**config.mk**
```make
export PLATFORM = sky130hd
export DESIGN_NAME = sim_pcie_rx_tlp_gen_flat
export DESIGN_NICKNAME = d
export VERILOG_FILES = /design/src/rtl/sim_pcie_rx_tlp_gen_if.sv /design/src/rtl/sim_pcie_rx_tlp_gen.sv /design/src/flat_wrapper.sv
export SDC_FILE = /design/constraint.sdc
export NUM_CORES = 1
export LEC_CHECK = 0
export BUFFER_PORTS_ARGS = -buffer_cell sky130_fd_sc_hd__buf_2
export CAP_MARGIN = 25
export CORE_MARGIN = 4
export CORE_UTILIZATION = 40
export CTS_CLUSTER_SIZE = 28
export DETAILED_ROUTE_END_ITERATION = 10
export GPL_TIMING_DRIVEN = 0
export SYNTH_ARGS = -nofsm -noshare
export SYNTH_HDL_FRONTEND = slang
export SYNTH_SLANG_ARGS = --single-unit
```
**constraint.sdc**
```tcl
create_clock -name sys_clk_p -period 3.7 [get_ports sys_clk_p]
set_input_delay 0.37 -clock sys_clk_p [delete_from_list [all_inputs] [get_ports sys_clk_p]]
set_output_delay 0.37 -clock sys_clk_p [all_outputs]
set_load 0.05 [all_outputs]
```
**src/rtl/sim_pcie_rx_tlp_gen_if.sv**
```systemverilog
// Command and AXI-Stream RX bundle for the simulation TLP injector.
// The master modport is the generator side; slave is the stimulus/consumer side.
interface sim_pcie_rx_tlp_gen_if;
    localparam int unsigned DW_W   = 32;
    localparam int unsigned LEN_W  = 10;
    localparam int unsigned TAG_W  = 8;
    localparam int unsigned USER_W = 22;
    localparam int unsigned CNT_W  = 16;

    logic              i_cmd_stb;
    logic              i_cmd_rd;
    logic [DW_W-1:0]   i_cmd_addr;
    logic [LEN_W-1:0]  i_cmd_len;
    logic [TAG_W-1:0]  i_cmd_tag;
    logic [DW_W-1:0]   i_cmd_seed;
    logic              o_cmd_rdy;
    logic              o_cmd_err;

    logic [DW_W-1:0]   m_axis_rx_tdata;
    logic [3:0]        m_axis_rx_tkeep;
    logic              m_axis_rx_tlast;
    logic              m_axis_rx_tvalid;
    logic              m_axis_rx_tready;
    logic [USER_W-1:0] m_axis_rx_tuser;
    logic              rx_np_ok;

    logic [CNT_W-1:0]  o_wr_count;
    logic [CNT_W-1:0]  o_rd_count;

    modport master (
        input  i_cmd_stb, i_cmd_rd, i_cmd_addr, i_cmd_len, i_cmd_tag, i_cmd_seed,
        input  m_axis_rx_tready, rx_np_ok,
        output o_cmd_rdy, o_cmd_err,
        output m_axis_rx_tdata, m_axis_rx_tkeep, m_axis_rx_tlast, m_axis_rx_tvalid, m_axis_rx_tuser,
        output o_wr_count, o_rd_count
    );

    modport slave (
        output i_cmd_stb, i_cmd_rd, i_cmd_addr, i_cmd_len, i_cmd_tag, i_cmd_seed,
        output m_axis_rx_tready, rx_np_ok,
        input  o_cmd_rdy, o_cmd_err,
        input  m_axis_rx_tdata, m_axis_rx_tkeep, m_axis_rx_tlast, m_axis_rx_tvalid, m_axis_rx_tuser,
        input  o_wr_count, o_rd_count
    );
endinterface

```
**src/rtl/sim_pcie_rx_tlp_gen.sv**
```systemverilog
// Simulation host-side TLP injector: single-cycle commands become 3DW MWr/MRd TLPs on 32-bit AXI-Stream RX.
// Define SIM_RX_TLP_STATS_EN to build the completed-MWr/MRd counters; otherwise both counts are tied to 0.
module sim_pcie_rx_tlp_gen #(
    parameter logic [15:0] REQUESTER_ID = 16'h0100,
    parameter logic [6:0]  BAR_HIT      = 7'h01,
    parameter logic [10:0] MAX_PAYLOAD  = 11'd128
) (
    input  logic                  sys_clk_p,
    input  logic                  sys_reset,
    sim_pcie_rx_tlp_gen_if.master bus
);
    localparam int unsigned DW_W  = 32;
    localparam int unsigned LEN_W = 10;
    localparam int unsigned CNT_W = 11;
    localparam int unsigned TAG_W = 8;

    typedef enum logic [2:0] {
        S_IDLE    = 3'd0,
        S_NP_WAIT = 3'd1,
        S_HDR0    = 3'd2,
        S_HDR1    = 3'd3,
        S_HDR2    = 3'd4,
        S_DATA    = 3'd5
    } state_e;

    state_e             state_q,   state_d;
    logic               tvalid_q,  tvalid_d;
    logic               tlast_q,   tlast_d;
    logic [DW_W-1:0]    tdata_q,   tdata_d;
    logic               cmd_rdy_q, cmd_rdy_d;
    logic               cmd_err_q, cmd_err_d;
    logic               rd_q,      rd_d;
    logic [DW_W-1:0]    addr_q,    addr_d;
    logic [LEN_W-1:0]   len_q,     len_d;
    logic [TAG_W-1:0]   tag_q,     tag_d;
    logic [DW_W-1:0]    seed_q,    seed_d;
    logic [CNT_W-1:0]   rem_q,     rem_d;

    logic beat_c;
    logic done_c;

    // A length field of 0 means 1024 DW.
    function automatic logic [CNT_W-1:0] eff_len(input logic [LEN_W-1:0] len);
        return (len == '0) ? 11'd1024 : {1'b0, len};
    endfunction

    function automatic logic [DW_W-1:0] mk_hdr0(input logic rd, input logic [LEN_W-1:0] len);
        return {1'b0, (rd ? 2'b00 : 2'b10), 5'b00000, 1'b0, 3'b000, 4'h0,
                1'b0, 1'b0, 2'b00, 2'b00, len};
    endfunction

    function automatic logic [DW_W-1:0] mk_hdr1(input logic [TAG_W-1:0] tag, input logic [LEN_W-1:0] len);
        return {REQUESTER_ID, tag, ((len == 10'd1) ? 4'h0 : 4'hF), 4'hF};
    endfunction

    assign beat_c = tvalid_q && bus.m_axis_rx_tready;
    assign done_c = beat_c && tlast_q;

    always_comb begin
        state_d   = state_q;
        tvalid_d  = tvalid_q;
        tlast_d   = tlast_q;
        tdata_d   = tdata_q;
        cmd_rdy_d = cmd_rdy_q;
        cmd_err_d = 1'b0;
        rd_d      = rd_q;
        addr_d    = addr_q;
        len_d     = len_q;
        tag_d     = tag_q;
        seed_d    = seed_q;
        rem_d     = rem_q;

        unique case (state_q)
            S_IDLE: begin
                if (bus.i_cmd_stb) begin
                    if (!bus.i_cmd_rd && (eff_len(bus.i_cmd_len) > MAX_PAYLOAD)) begin
                        cmd_err_d = 1'b1;
                    end else begin
                        rd_d      = bus.i_cmd_rd;
                        addr_d    = bus.i_cmd_addr & 32'hFFFF_FFFC;
                        len_d     = bus.i_cmd_len;
                        tag_d     = bus.i_cmd_tag;
                        seed_d    = bus.i_cmd_seed;
                        cmd_rdy_d = 1'b0;
                        if (bus.i_cmd_rd) begin
                            state_d = S_NP_WAIT;
                        end else begin
                            state_d  = S_HDR0;
                            tvalid_d = 1'b1;
                            tlast_d  = 1'b0;
                            tdata_d  = mk_hdr0(1'b0, bus.i_cmd_len);
                        end
                    end
                end
            end
            S_NP_WAIT: begin
                if (bus.rx_np_ok) begin
                    state_d  = S_HDR0;
                    tvalid_d = 1'b1;
                    tlast_d  = 1'b0;
                    tdata_d  = mk_hdr0(1'b1, len_q);
                end
            end
            S_HDR0: begin
                if (beat_c) begin
                    state_d = S_HDR1;
                    tdata_d = mk_hdr1(tag_q, len_q);
                end
            end
            S_HDR1: begin
                if (beat_c) begin
                    state_d = S_HDR2;
                    tdata_d = addr_q;
                    tlast_d = rd_q;
                end
            end
            S_HDR2: begin
                if (beat_c && !rd_q) begin
                    state_d = S_DATA;
                    tdata_d = seed_q;
                    rem_d   = eff_len(len_q) - 11'd1;
                    tlast_d = (eff_len(len_q) == 11'd1);
                end
            end
            S_DATA: begin
                // rem_q counts DWs still to follow the one on the bus
                if (beat_c && !tlast_q) begin
                    tdata_d = tdata_q + 32'd1;
                    rem_d   = rem_q - 11'd1;
                    tlast_d = (rem_q == 11'd1);
                end
            end
            default: state_d = S_IDLE;
        endcase

        if (done_c) begin
            state_d   = S_IDLE;
            tvalid_d  = 1'b0;
            tlast_d   = 1'b0;
            cmd_rdy_d = 1'b1;
        end
    end

    always_ff @(posedge sys_clk_p or posedge sys_reset) begin
        if (sys_reset) begin
            state_q   <= S_IDLE;
            tvalid_q  <= 1'b0;
            tlast_q   <= 1'b0;
            tdata_q   <= '0;
            cmd_rdy_q <= 1'b1;
            cmd_err_q <= 1'b0;
            rd_q      <= 1'b0;
            addr_q    <= '0;
            len_q     <= '0;
            tag_q     <= '0;
            seed_q    <= '0;
            rem_q     <= '0;
        end else begin
            state_q   <= state_d;
            tvalid_q  <= tvalid_d;
            tlast_q   <= tlast_d;
            tdata_q   <= tdata_d;
            cmd_rdy_q <= cmd_rdy_d;
            cmd_err_q <= cmd_err_d;
            rd_q      <= rd_d;
            addr_q    <= addr_d;
            len_q     <= len_d;
            tag_q     <= tag_d;
            seed_q    <= seed_d;
            rem_q     <= rem_d;
        end
    end

    assign bus.m_axis_rx_tdata  = tdata_q;
    assign bus.m_axis_rx_tvalid = tvalid_q;
    assign bus.m_axis_rx_tlast  = tlast_q;
    assign bus.m_axis_rx_tkeep  = 4'hF;
    assign bus.m_axis_rx_tuser  = {13'h0, BAR_HIT, 2'b00};
    assign bus.o_cmd_rdy        = cmd_rdy_q;
    assign bus.o_cmd_err        = cmd_err_q;

`ifdef SIM_RX_TLP_STATS_EN
    logic [15:0] wr_count_q, wr_count_d;
    logic [15:0] rd_count_q, rd_count_d;

    // Counts TLPs whose tlast beat transferred; wraps naturally at 16 bits.
    always_comb begin
        wr_count_d = wr_count_q;
        rd_count_d = rd_count_q;
        if (done_c) begin
            if (rd_q) rd_count_d = rd_count_q + 16'd1;
            else      wr_count_d = wr_count_q + 16'd1;
        end
    end

    always_ff @(posedge sys_clk_p or posedge sys_reset) begin
        if (sys_reset) begin
            wr_count_q <= '0;
            rd_count_q <= '0;
        end else begin
            wr_count_q <= wr_count_d;
            rd_count_q <= rd_count_d;
        end
    end

    assign bus.o_wr_count = wr_count_q;
    assign bus.o_rd_count = rd_count_q;
`else
    assign bus.o_wr_count = 16'h0;
    assign bus.o_rd_count = 16'h0;
`endif
endmodule
```
**src/flat_wrapper.sv**
```systemverilog
// flat-port wrapper written by rule: the top's interface ports become plain ports
module sim_pcie_rx_tlp_gen_flat 
#(
    parameter logic [15:0] REQUESTER_ID = 16'h0100,
    parameter logic [6:0]  BAR_HIT      = 7'h01,
    parameter logic [10:0] MAX_PAYLOAD  = 11'd128
)
  (sys_clk_p, sys_reset, bus_i_cmd_stb, bus_i_cmd_rd, bus_i_cmd_addr, bus_i_cmd_len, bus_i_cmd_tag, bus_i_cmd_seed, bus_m_axis_rx_tready, bus_rx_np_ok, bus_o_cmd_rdy, bus_o_cmd_err, bus_m_axis_rx_tdata, bus_m_axis_rx_tkeep, bus_m_axis_rx_tlast, bus_m_axis_rx_tvalid, bus_m_axis_rx_tuser, bus_o_wr_count, bus_o_rd_count);
  sim_pcie_rx_tlp_gen_if bus_i ();
  input  logic sys_clk_p;
  input  logic sys_reset;
  input wire logic [$bits(bus_i.i_cmd_stb)-1:0] bus_i_cmd_stb;
  input wire logic [$bits(bus_i.i_cmd_rd)-1:0] bus_i_cmd_rd;
  input wire logic [$bits(bus_i.i_cmd_addr)-1:0] bus_i_cmd_addr;
  input wire logic [$bits(bus_i.i_cmd_len)-1:0] bus_i_cmd_len;
  input wire logic [$bits(bus_i.i_cmd_tag)-1:0] bus_i_cmd_tag;
  input wire logic [$bits(bus_i.i_cmd_seed)-1:0] bus_i_cmd_seed;
  input wire logic [$bits(bus_i.m_axis_rx_tready)-1:0] bus_m_axis_rx_tready;
  input wire logic [$bits(bus_i.rx_np_ok)-1:0] bus_rx_np_ok;
  output wire logic [$bits(bus_i.o_cmd_rdy)-1:0] bus_o_cmd_rdy;
  output wire logic [$bits(bus_i.o_cmd_err)-1:0] bus_o_cmd_err;
  output wire logic [$bits(bus_i.m_axis_rx_tdata)-1:0] bus_m_axis_rx_tdata;
  output wire logic [$bits(bus_i.m_axis_rx_tkeep)-1:0] bus_m_axis_rx_tkeep;
  output wire logic [$bits(bus_i.m_axis_rx_tlast)-1:0] bus_m_axis_rx_tlast;
  output wire logic [$bits(bus_i.m_axis_rx_tvalid)-1:0] bus_m_axis_rx_tvalid;
  output wire logic [$bits(bus_i.m_axis_rx_tuser)-1:0] bus_m_axis_rx_tuser;
  output wire logic [$bits(bus_i.o_wr_count)-1:0] bus_o_wr_count;
  output wire logic [$bits(bus_i.o_rd_count)-1:0] bus_o_rd_count;
  assign bus_i.i_cmd_stb = bus_i_cmd_stb;
  assign bus_i.i_cmd_rd = bus_i_cmd_rd;
  assign bus_i.i_cmd_addr = bus_i_cmd_addr;
  assign bus_i.i_cmd_len = bus_i_cmd_len;
  assign bus_i.i_cmd_tag = bus_i_cmd_tag;
  assign bus_i.i_cmd_seed = bus_i_cmd_seed;
  assign bus_i.m_axis_rx_tready = bus_m_axis_rx_tready;
  assign bus_i.rx_np_ok = bus_rx_np_ok;
  assign bus_o_cmd_rdy = bus_i.o_cmd_rdy;
  assign bus_o_cmd_err = bus_i.o_cmd_err;
  assign bus_m_axis_rx_tdata = bus_i.m_axis_rx_tdata;
  assign bus_m_axis_rx_tkeep = bus_i.m_axis_rx_tkeep;
  assign bus_m_axis_rx_tlast = bus_i.m_axis_rx_tlast;
  assign bus_m_axis_rx_tvalid = bus_i.m_axis_rx_tvalid;
  assign bus_m_axis_rx_tuser = bus_i.m_axis_rx_tuser;
  assign bus_o_wr_count = bus_i.o_wr_count;
  assign bus_o_rd_count = bus_i.o_rd_count;
  sim_pcie_rx_tlp_gen #(.REQUESTER_ID(REQUESTER_ID), .BAR_HIT(BAR_HIT), .MAX_PAYLOAD(MAX_PAYLOAD)) u_core (.sys_clk_p(sys_clk_p), .sys_reset(sys_reset), .bus(bus_i));
endmodule
```
# Word level (Yosys, flattened, before mapping)
# Cells that the tools add are included.
op_classes:
  n_lt_le_gt_ge: 1
  mux: 46
  eq_ne: 26
  bitwise: 1
  n_addsub: 3
  n_reduce_logical: 24
ops:
  columns: ["cell", "count"]
  rows:
  - ["$mux 32", 8]
  - ["$pmux 32 s6", 1]
  - ["$mux 11", 4]
  - ["$add 32x1->32 const B", 1]
  - ["$eq 11x1->1 const B", 2]
  - ["$pmux 11 s2", 1]
  - ["$sub 11x1->11 const B", 2]
  - ["$mux 3", 7]
  - ["$logic_not 10->1", 2]
  - ["$mux 1", 20]
  - ["$pmux 3 s6", 1]
  - ["$ne 2x1->1 const B", 6]
  - ["$ne 3x1->1 const B", 4]
  - ["$ne 3x2->1 const B", 4]
  - ["$reduce_bool 6->1", 2]
  - ["$gt 11x8->1 const B", 1]
  - ["$eq 10x1->1 const B", 1]
  - ["$reduce_and 3->1", 3]
  - ["$reduce_and 9->1", 1]
  - ["$ne 2x2->1 const B", 4]
  - ["$reduce_and 8->1", 1]
  - ["$reduce_and 7->1", 1]
  - ["$eq 3x2->1 const B", 2]
  - ["$eq 3x3->1 const B", 2]
  - ["other kinds (12)", 20]
word_totals:
  output_inout_bits: 94
  in_bits: 88
  reg_bits: 131
  elab_cells: 113

# Logic depth before layout (Yosys ltp)
# Gate-level depths: netlist of run 1.
depth:
  ltp_word: 8
  depth_mapped: 8

# Least setup slack after synthesis of run 1
# No wires, ideal clock.
synth_timing:
  path_type: "register to register"
  from: "register u_core.tdata_q[6], in the netlist u_core.bus.m_axis_rx_tdata[6]"
  to: "register u_core.tdata_q[29], in the netlist u_core.bus.m_axis_rx_tdata[29]"
  t_arrival_ps: 2351
  path_stages_with_launch: 7
  setup_time_ps: 69
  path_buffers: 1
  setup_slack_ps: 1280
  synth_period_minus_slack_ps: 2420
  path_cell_list: "dfrtp_1 -> nand4_2 -> or4_1 -> buf_2 -> or3_4 -> o41ai_2 -> a32o_1"
synth_between:
  elab_chain_len: 3
synth_rtl:
  columns: ["item", "line_no", "text"]
  rows:
  - ["from (decl)", "sim_pcie_rx_tlp_gen.sv:29", "logic [DW_W-1:0] tdata_q, tdata_d;"]
  - ["from (signal assigned)", "sim_pcie_rx_tlp_gen.sv:162", "tdata_q <= tdata_d;"]
  - ["$add 32x1->32", "sim_pcie_rx_tlp_gen.sv:128", "tdata_d = tdata_q + 32'd1;"]
  - ["$mux 32", "sim_pcie_rx_tlp_gen.sv:127", "if (beat_c && !tlast_q) begin"]
  - ["$pmux 32 s6", "sim_pcie_rx_tlp_gen.sv:73", "unique case (state_q)"]
# No other way between the ends. The select of a mux whose other input is x is not followed.
# A chain may end at the register's enable or synchronous reset.

# Worst setup path in the final report of run 1
layout_timing:
  from: "register u_core.state_q[2]"
  to: "register u_core.tdata_q[31], in the netlist u_core.bus.m_axis_rx_tdata[31]"
layout_between:
  elab_chain_len: 3
layout_rtl:
  columns: ["item", "line_no", "text"]
  rows:
  - ["from (decl)", "sim_pcie_rx_tlp_gen.sv:26", "state_e state_q, state_d;"]
  - ["from (signal assigned)", "sim_pcie_rx_tlp_gen.sv:159", "state_q <= state_d;"]
  - ["$eq 3x1->1 (tied with other cells)", "sim_pcie_rx_tlp_gen.sv:73", null]
  - ["$reduce_bool 6->1 (no source line) (tied with other cells)", null, null]
  - ["$reduce_and 9->1 (no source line)", null, null]
# Several ways; a longest one is shown, not always the timed one.

==> results by group, run 1 <==
Run status
  – Outcome: completed

Routing
  – Via count: 6632
  – DR vias/cell: 5.57
  – Wire per inst: 19.8 um
  – DRT iter0 DRCs: 503
  – Residual DRC: 0
  – Number of detailed-route iterations in the first pass: 6
  – Routed Antenna Nets: 0
  – Total Wirelength: 23.6 mm

Synth
  – Synth unique cells: 65
  – Fraction of registers with async set/reset: 100%
  – Fraction of synthesized cell area in xor and xnor cells: 1.15%
  – Simple-gate share of the synthesized area: 13.4%
  – Post-synthesis cell count: 744
  – Largest family of logic cells by synthesized area: compound AO/OA/AOI/OAI gates
  – Post-synth top flop: dfrtp_1
  – Seq/Total Area, Yosys: 43.2%
  – Avg Inst Size Synth: 10.2 um2
  – Synth Area in Compound Gates: 17.5%
  – Syn. warnings: 0
  – Post-Synth Adder-Cell Area: 0.990%
  – FF+latch count, synth: 131
  – Mux share of post-synthesis cell area: 14.5%
  – Synthesized cell area: 7590 um2
  – Post-synth EDFFs: 0

Timing
  – Slew @ Worst Pin: 1.02 ns
  – Final setup viols: 0
  – Slew headroom: 30.8%
  – Hold Violations, Final: 0
  – Clock skew: 0.00990 ns
  – Final worst path period share: 83.2%
  – Slew Viols, Final: 0
  – Total negative setup slack: 0 ns
  – Final min period: 3.08 ns
  – RSZ-0062 raised after global routing: no
  – Slack of the critical path: 0.623 ns
  – Achievable Freq: 325 MHz

Floorplanning
  – Placement Rows: 50
  – Die Span Y: 146 um
  – Die width: 146 um
  – Core area: 18700 um2
  – Initial Utilization: 40.6%
  – Die area: 21200 um2
  – # IOs: 182

Global route
  – Global-route wire length before repair: 36.7 mm
  – Largest net degree at the start of global routing: 41
  – Via count of the first global-routing pass: 6454
  – Gr ovfl total: 0
  – All-layer global routing usage: 21.8%
  – Initial antenna violation count: 0

Critical path
  – Required @ worst endpoint: 4.06 ns
  – CP peak stage delay: 0.77 ns
  – Critical Path AT: 3.44 ns
  – Buf/Inv on CP: 2
  – Setup CP Type: flip-flop to flip-flop
  – Worst-path maximum fanout: 10
  – CP top delay family: simple AND/OR/NAND/NOR gates
  – Setup crit start kind: flip-flop
  – Crit path top cell by count: clkbuf_1
  – CP max stage cell: nor2_1
  – CP cell instances: clkbuf_1 > nand2b_1 > nor2_1 > clkbuf_1 > a22oi_1 > o31ai_1 > a32o_1
  – Worst Setup End Kind: flip-flop

Run
  – Number of max-cap violations: 0

Placed design
  – I/O Buffers: 121
  – Final GP Congestion: 0.926
  – DP HPWL: 17.8 mm
  – Post-place instance area: 8760 um2
  – Pre-CTS setup slack: 0.519 ns

Clock network
  – H-tree Lvls: 4
  – Postcts setup bufs: 0
  – Clock sinks: 131
  – Clock transition at path regs: 0.06 ns
  – Cts bufs inserted: 17
  – CTS tree: yes
  – Clk root buf: clkbuf_16
  – CTS Buffer Depth: 2
  – Worst-Skew Late Latency: 0.43 ns

Power and ir drop
  – Switching share of total power: 27.5%
  – Tot Pwr: 3.42 mW
  – Internal: 2.48 mW
  – PwrDens: 367 nW/um2
  – Flop pwr share: 42.4%
  – P_leak: 4.53 nW
  – Switching power total: 941 uW
  – Worst vdd ir: 0.000332 V
  – Clk pwr share: 46.9%
  – Comb power frac: 10.6%

Finish
  – Final Cell Area: 9330 um2
  – Layout fillers: 1786
  – Syn-to-layout area delta: 23.0%
  – Layout cell share with drive strength beyond 1: 33.9%
  – Final net count: 1038
  – Util after Layout: 49.9%
  – N_diodes: 0

Worst hold path
  – Hold Crit Class: primary input to flip-flop
kinds of logic (layout without fill, tap and decap cells):
group | Yosys count | count (layout)
AOI/OAI and AO/OA | 179 | 179
xor gates and xnor gates | 10 | 10
adders and majority gates | 6 | 6
buffers and inverters | 122 | 279
DFF | 131 | 131
muxes | 99 | 99
other | 2 | 58
and+or+nand+nor | 195 | 195
metrics by stage:
step | cells | hold slack [ns]
floorplan | 800 | 0.470
global placement | 1155 | 0.447
detailed placement | 1158 | 0.387
CTS | 1191 | 0.157
global route | 1191 | 0.160
finish | 1191 | 0.165
area by class of cell:
class	instances	area (um2)	area share (%)
Tap cell	234	293	3.14
Multi-Input combinational cell	547	3830	41.0
Clock inverter	9	71.3	0.765
Inverter	17	67.6	0.724
Timing Repair Buffer	125	676	7.24
Sequential cell	131	3280	35.2
Clock buffer	23	488	5.23
Buffer	105	627	6.72
registers in the layout, summed over array words and instances, names as in the netlist:
name                         count
u_core.bus.m_axis_rx_tvalid      1
u_core.bus.m_axis_rx_tdata      32
u_core.bus.m_axis_rx_tlast       1
u_core.addr_q                   30
u_core.state_q                   3
u_core.bus.o_cmd_err             1
u_core.bus.o_cmd_rdy             1
u_core.len_q                    10
u_core.seed_q                   32
u_core.rd_q                      1
u_core.tag_q                     8
u_core.rem_q                    11
cell usage in the layout (no fill, tap or decap), types with 7 or more instances in the layout:
| cell type | n |
|---|---|
| nand2_1 | 41 |
| nor4_1 | 17 |
| nand4_1 | 9 |
| nor2b_1 | 7 |
| a221oi_1 | 8 |
| clkbuf_16 | 17 |
| o31ai_1 | 7 |
| conb_1 | 58 |
| buf_4 | 58 |
| mux2i_1 | 9 |
| clkbuf_1 | 34 |
| a21oi_1 | 22 |
| o21ai_0 | 32 |
| mux2_2 | 90 |
| inv_1 | 16 |
| a22oi_1 | 12 |
| a32o_1 | 11 |
| nand3_1 | 35 |
| o211ai_1 | 10 |
| nor3_1 | 11 |
| dfrtp_1 | 130 |
| o2bb2ai_1 | 13 |
| buf_2 | 133 |
| o22ai_1 | 7 |
| nor2_1 | 36 |
| a22o_1 | 11 |
timing repair:
action	CTS	global route
hold buffers	1	0
resized for setup	0	0
endpoints found under the hold margin	14	0
layer usage:
layer  GRT usage [%]  vias to the layer above  share of wire, %
met5               0                        -                 0
met2            34.9                      289                47
met3            5.11                       42               7.4
li1                -                     3085                 -
met4            8.02                        0               2.7
met1            29.1                     3216                43
worst paths after layout:
path / startpoint / to / slack (ns) / cells after the start
worst max-delay path: u_core.state_q[2] / u_core.bus.m_axis_rx_tdata[31] / 0.62 / 7
worst min-delay path: bus_i_cmd_seed[14] / u_core.seed_q[14] / 0.17 / 2
min in group asynchronous: sys_reset / u_core.tag_q[6] / 0.48 / 3
max in group asynchronous: sys_reset / u_core.addr_q[29] / 2.41 / 5
worst min register to register: u_core.bus.o_cmd_rdy / u_core.bus.o_cmd_rdy / 0.45 / 2
worst max register to register: u_core.state_q[2] / u_core.bus.m_axis_rx_tdata[31] / 0.62 / 7
power groups by stage:
stage,combinational (mW),clock (mW),sequential (mW)
2_1_floorplan,0.242,0,1.49
3_3_place_gp,0.354,0,1.48
3_5_place_dp,0.362,0,1.48
4_1_cts,0.363,1.62,1.45
5_1_grt,0.389,1.69,1.45
6_report,0.364,1.60,1.45
synthesized netlist by cell type (4+ instances only):
cell	n	area share [%]
or4_1	4	0.40
nand2b_1	6	0.49
mux2i_1	9	1.2
buf_2	12	0.79
buf_4	58	5.7
a21oi_1	22	1.5
o2bb2ai_1	13	1.5
ha_1	6	0.99
mux2_2	90	13
o211a_1	5	0.66
clkbuf_1	32	1.6
and2_1	4	0.33
or2_2	4	0.33
o41ai_1	4	0.46
o221ai_1	6	0.69
or3_1	5	0.41
nand3_1	35	2.3
a221oi_1	8	0.92
nand4_1	9	0.74
nor2_1	36	1.8
a31oi_1	4	0.33
o21ai_0	32	2.1
o31ai_1	7	0.69
a22o_1	11	1.3
inv_1	17	0.84
nor4_1	17	1.4
a32o_1	11	1.5
nand2_1	41	2.0
o211ai_1	10	0.99
dfrtp_1	130	43
nor2b_1	7	0.58
a22oi_1	12	1.2
nor3_1	11	0.73
xor2_1	6	0.69
o22ai_1	7	0.58
and3_1	6	0.49
xnor2_1	4	0.46
(Power assumes the default switching activity.)
==> inputs of run 2 (changes only) <==
clock period = 3.2 ns   (was 3.7 ns; I/O delays follow)
==> run 2 against run 1 <==
Against the previous run: clock power up 16%; first-iteration DRC count up 8.9%; combinational power up 16%; die area unchanged; sequential power up 16%; via count down 0.65%; largest cell class unchanged; core utilization about the same.
==> results by group, run 2 (synthesis gave the netlist of run 1 again) <==
Timing
  – Total negative setup slack: 0 ns
  – Slew Viols, Final: 0
  – Slew headroom: 26.8%
  – Achievable Freq: 354 MHz
  – Final worst path period share: 88.2%
  – Final min period: 2.82 ns
  – Clock skew: 0.0105 ns
  – Fin Hold WS: 0.115 ns
  – RSZ-0062 raised after global routing: no
  – Hold Violations, Final: 0
  – Final setup viols: 0
  – Slew @ Worst Pin: 1.09 ns

Placed design
  – I/O Buffers: 121
  – Post-place instance area: 8760 um2
  – Final GP Congestion: 0.926
  – DP HPWL: 17.8 mm

Run
  – Number of max-cap violations: 0

Finish
  – Syn-to-layout area delta: 23.0%
  – Most frequent cells in the layout: 133 x buf_2, 130 x dfrtp_1, 90 x mux2_2, 58 x buf_4, 58 x conb_1
  – Final net count: 1038
  – Final Cell Area: 9330 um2
  – Most common cell after layout, fill and taps aside: buf_2
  – N_diodes: 0
  – Layout cell share with drive strength beyond 1: 34.0%

Routing
  – Routed met1 length: 10.2 mm
  – DRT iter0 DRCs: 548
  – Number of detailed-route iterations in the first pass: 6
  – Wire per inst: 19.8 um
  – Top Metal Used: met4
  – Wire length on met3: 1.67 mm
  – Total Wirelength: 23.6 mm
  – Routed Antenna Nets: 0
  – Via count: 6589
  – WL met2: 11.1 mm
  – DR vias/cell: 5.53
  – Residual DRC: 0

Critical path
  – Setup CP Type: flip-flop to flip-flop
  – Required @ worst endpoint: 3.54 ns
  – Worst Setup End Kind: flip-flop
  – Worst-path maximum fanout: 10
  – Critical Path AT: 3.16 ns
  – Setup crit start kind: flip-flop

Global route
  – Initial antenna violation count: 0
  – Via count of the first global-routing pass: 6461
  – Gr ovfl total: 0
  – Global-route wire length before repair: 36.7 mm
  – All-layer global routing usage: 21.8%
  – Largest net degree at the start of global routing: 41

Run status
  – Outcome: completed

Power and ir drop
  – Tot Pwr: 3.95 mW
  – P_leak: 4.53 nW
  – Worst vdd ir: 0.000384 V
  – PwrDens: 424 nW/um2

Clock network
  – Cts bufs inserted: 17
  – CTS Buffer Depth: 2
  – Clk root buf: clkbuf_16
  – Postcts setup bufs: 0
  – Clock sinks: 131
  – Clock transition at path regs: 0.06 ns
  – CTS tree: yes
  – H-tree Lvls: 4
  – Worst-Skew Late Latency: 0.43 ns

Floorplanning
  – Die Span Y: 146 um
  – Die width: 146 um
  – # IOs: 182
  – Core area: 18700 um2
  – Die area: 21200 um2
  – Placement Rows: 50
  – Initial Utilization: 40.6%

Worst hold path
  – Hold Crit Class: primary input to flip-flop
-- run 2: changes by cell type in the layout (fill, tap and decap cells not counted) --
| cell | change |
|---|---|
| nor2_1 | -1 |
| nor2_2 | +1 |
-- run 2: power breakdown --
| part | leakage [nW] | switching, mW | total [mW] | internal [mW] |
|---|---|---|---|---|
| Sequential | 1.78 | 0.0137 | 1.68 | 1.66 |
| Combinational | 2.48 | 0.298 | 0.421 | 0.122 |
| Clock | 0.267 | 0.772 | 1.85 | 1.08 |
| Total | 4.53 | 1.08 | 3.95 | 2.87 |
-- run 2: cell type report --
type	instances	area [um2]
Buffer	105	627
Clock buffer	23	488
Clock inverter	9	71.3
Fill cell	1785	9380
Inverter	17	67.6
Multi-Input combinational cell	547	3830
Sequential cell	131	3280
Tap cell	234	293
Timing Repair Buffer	125	676
-- run 2: per-layer routing --
layer / vias up / track usage [%]
met5: - / 0
met4: 0 / 7.88
met3: 34 / 4.86
met2: 284 / 35.1
met1: 3187 / 29.1
li1: 3084 / -
-- run 2: worst paths after layout --
check	startpoint	end	slack, ns	cells past startpoint
worst max-delay path	u_core.bus.m_axis_rx_tvalid	u_core.bus.m_axis_rx_tdata[23]	0.38	7
worst min-delay path	bus_i_cmd_seed[14]	u_core.seed_q[14]	0.11	2
worst max register to register	u_core.bus.m_axis_rx_tvalid	u_core.bus.m_axis_rx_tdata[23]	0.38	7
worst min register to register	u_core.bus.o_cmd_rdy	u_core.bus.o_cmd_rdy	0.45	2
max in group asynchronous	sys_reset	u_core.addr_q[29]	1.95	5
min in group asynchronous	sys_reset	u_core.tag_q[6]	0.43	3
-- run 2: critical path, cell delays in order (launching register included) --
cell      delay, ns
dfrtp_1        0.42
and2_1         0.15
clkbuf_1       0.35
nand2b_1       0.13
o221ai_1       0.47
clkbuf_1       0.47
nand3_1        0.44
o22ai_1        0.30
-- run 2: what timing repair did --
action,4_1_cts,5_1_grt
endpoints found under the hold margin,14,0
resized for setup,0,1
hold buffers,1,0
endpoints found under the setup margin,0,1
-- run 2: through the flow --
step,setup slack [ns],utilization [%],cells
floorplan,0.780,-,800
CTS,0.127,49.9,1191
detailed placement,0.0686,46.8,1158
global placement,0.0562,46.5,1155
finish,0.378,49.9,1191
global route,0.173,49.9,1191
==> inputs of run 3 (changes only) <==
clock period = 3 ns   (was 3.2 ns; I/O delays follow)
==> run 3 against run 2 <==
Against the previous run: fmax rose by 0.44%; global-route usage did not move; core utilization barely moved; routed wire length fell by 0.32%; critical path type unchanged; critical endpoint is now u_core.bus.m_axis_rx_tdata[31]; largest power group unchanged.
==> results by group, run 3 (synthesis gave the netlist of run 1 again) <==
Run status
  – Outcome: completed

Critical path
  – Setup CP Type: flip-flop to flip-flop
  – R2r worst-path depth: 7
  – CP cell instances: clkbuf_1 > nand2b_1 > nor2_2 > clkbuf_1 > a22oi_1 > o31ai_1 > a32o_1
  – Worst Setup End Kind: flip-flop
  – Setup crit start kind: flip-flop
  – Critical R2R Launch: u_core.state_q[2]
  – Worst Setup EP: u_core.bus.m_axis_rx_tdata[31]
  – Setup crit start: u_core.state_q[2]
  – Worst-path maximum fanout: 10
  – Crit path top cell by count: clkbuf_1
  – Critical Path AT: 3.17 ns
  – CP max stage cell: clkbuf_1
  – Critical R2R Capture: u_core.bus.m_axis_rx_tdata[31]
  – Required @ worst endpoint: 3.36 ns
  – CP peak stage delay: 0.62 ns
  – R2R Setup Slk: 0.19 ns

Timing
  – Hold Violations, Final: 0
  – Clock skew: 0.00937 ns
  – Fin Hold WS: 0.0954 ns
  – Slew Viols, Final: 0
  – Slack of the critical path: 0.191 ns
  – Slew @ Worst Pin: 1.08 ns
  – Final min period: 2.81 ns
  – Final worst path period share: 93.6%
  – Slew headroom: 27.3%
  – RSZ-0062 raised after global routing: no
  – Achievable Freq: 356 MHz
  – Final setup viols: 0

Finish
  – Final Cell Area: 9340 um2
  – Most frequent cells in the layout: 133 x buf_2, 130 x dfrtp_1, 90 x mux2_2, 58 x buf_4, 58 x conb_1
  – Final net count: 1038
  – Layout fillers: 1785
  – N_diodes: 0
  – Syn-to-layout area delta: 23.1%
  – Layout cell share with drive strength beyond 1: 34.1%
  – Most common cell after layout, fill and taps aside: buf_2
  – Util after Layout: 49.9%

Clock network
  – Clock sinks: 131
  – CTS Buffer Depth: 2
  – Postcts setup bufs: 0
  – CTS tree: yes
  – Worst-Skew Late Latency: 0.43 ns
  – Cts bufs inserted: 17
  – Clock transition at path regs: 0.06 ns
  – H-tree Lvls: 4
  – Clk root buf: clkbuf_16

Power and ir drop
  – Switching power total: 1.16 mW
  – Switching share of total power: 27.5%
  – P_leak: 4.53 nW
  – Flop pwr share: 42.4%
  – Comb power frac: 10.6%
  – Worst vdd ir: 0.000410 V
  – Tot Pwr: 4.22 mW
  – Clk pwr share: 46.9%
  – Internal: 3.06 mW
  – PwrDens: 452 nW/um2

Placed design
  – DP HPWL: 17.8 mm
  – Pre-CTS setup slack: -0.111 ns
  – I/O Buffers: 121
  – Final GP Congestion: 0.926
  – Post-place instance area: 8760 um2

Floorplanning
  – Initial Utilization: 40.6%
  – Die Span Y: 146 um
  – # IOs: 182
  – Core area: 18700 um2
  – Die width: 146 um
  – Die area: 21200 um2
  – Placement Rows: 50

Global route
  – Initial antenna violation count: 0
  – Global-route wire length before repair: 36.7 mm
  – Via count of the first global-routing pass: 6461
  – Largest net degree at the start of global routing: 41
  – Gr ovfl total: 0
  – All-layer global routing usage: 21.8%

Worst hold path
  – Hold depth: 2
  – Hold Crit Class: primary input to flip-flop

Routing
  – Wire per inst: 19.7 um
  – Routed Antenna Nets: 0
  – DR vias/cell: 5.54
  – Number of detailed-route iterations in the first pass: 5
  – Total Wirelength: 23.5 mm
  – Via count: 6597
  – DRT iter0 DRCs: 545
  – Residual DRC: 0

Run
  – Number of max-cap violations: 0
[run 3: layout make-up]
type	count	area [um2]	area share [%]
buffer	105	627	6.71
clock buffer	23	488	5.23
clock inverter	9	71.3	0.764
inverter	17	67.6	0.724
multi-input combinational	547	3830	41.1
sequential	131	3280	35.1
tap	234	293	3.14
timing repair buffer	125	676	7.24
[run 3: power by group through the flow]
stage,logic (mW),clock network [mW],registers (mW)
floorplan,0.299,0,1.84
global placement,0.437,0,1.82
detailed placement,0.446,0,1.82
CTS,0.448,2.00,1.79
global route,0.480,2.09,1.79
finish,0.448,1.98,1.79
[run 3: routing by layer]
metal / vias to the layer above / global-route usage, % / wire [um]
met5: - / 0 / 0
met4: 0 / 7.88 / 624
met3: 37 / 4.86 / 1640
met2: 277 / 35.1 / 11000
met1: 3198 / 29.1 / 10200
li1: 3085 / - / -
[run 3: per-stage QoR]
step                      cells  TNS [ns]
final                      1191         0
after global routing       1191         0
after CTS                  1191         0
after detailed placement   1158    -0.920
after global placement     1155     -1.03
after floorplan             800         0
[run 3: timing repair]
action	CTS	global route
hold buffers	1	0
gates resized for setup	1	1
hold endpoints to repair	14	0
setup endpoints to repair	1	5
[run 3: worst min-delay path by stage]
stage                               startpoint  slack (ns)              endpoint
final                       bus_i_cmd_seed[14]         0.1     u_core.seed_q[14]
after global routing        bus_i_cmd_addr[13]        0.09     u_core.addr_q[13]
after CTS                   bus_i_cmd_seed[14]        0.09     u_core.seed_q[14]
after detailed placement             sys_reset        0.32     u_core.addr_q[12]
after global placement    u_core.bus.o_cmd_rdy        0.45  u_core.bus.o_cmd_rdy
after floorplan                  bus_i_cmd_stb        0.44  u_core.bus.o_cmd_err
[run 3: critical path: cells and delay by family, from the launching register on]
kind	cells	cell delay (ns)
flops	1	0.38
simple gates	2	0.75
compound gates	3	0.65
buf+inv	2	0.96
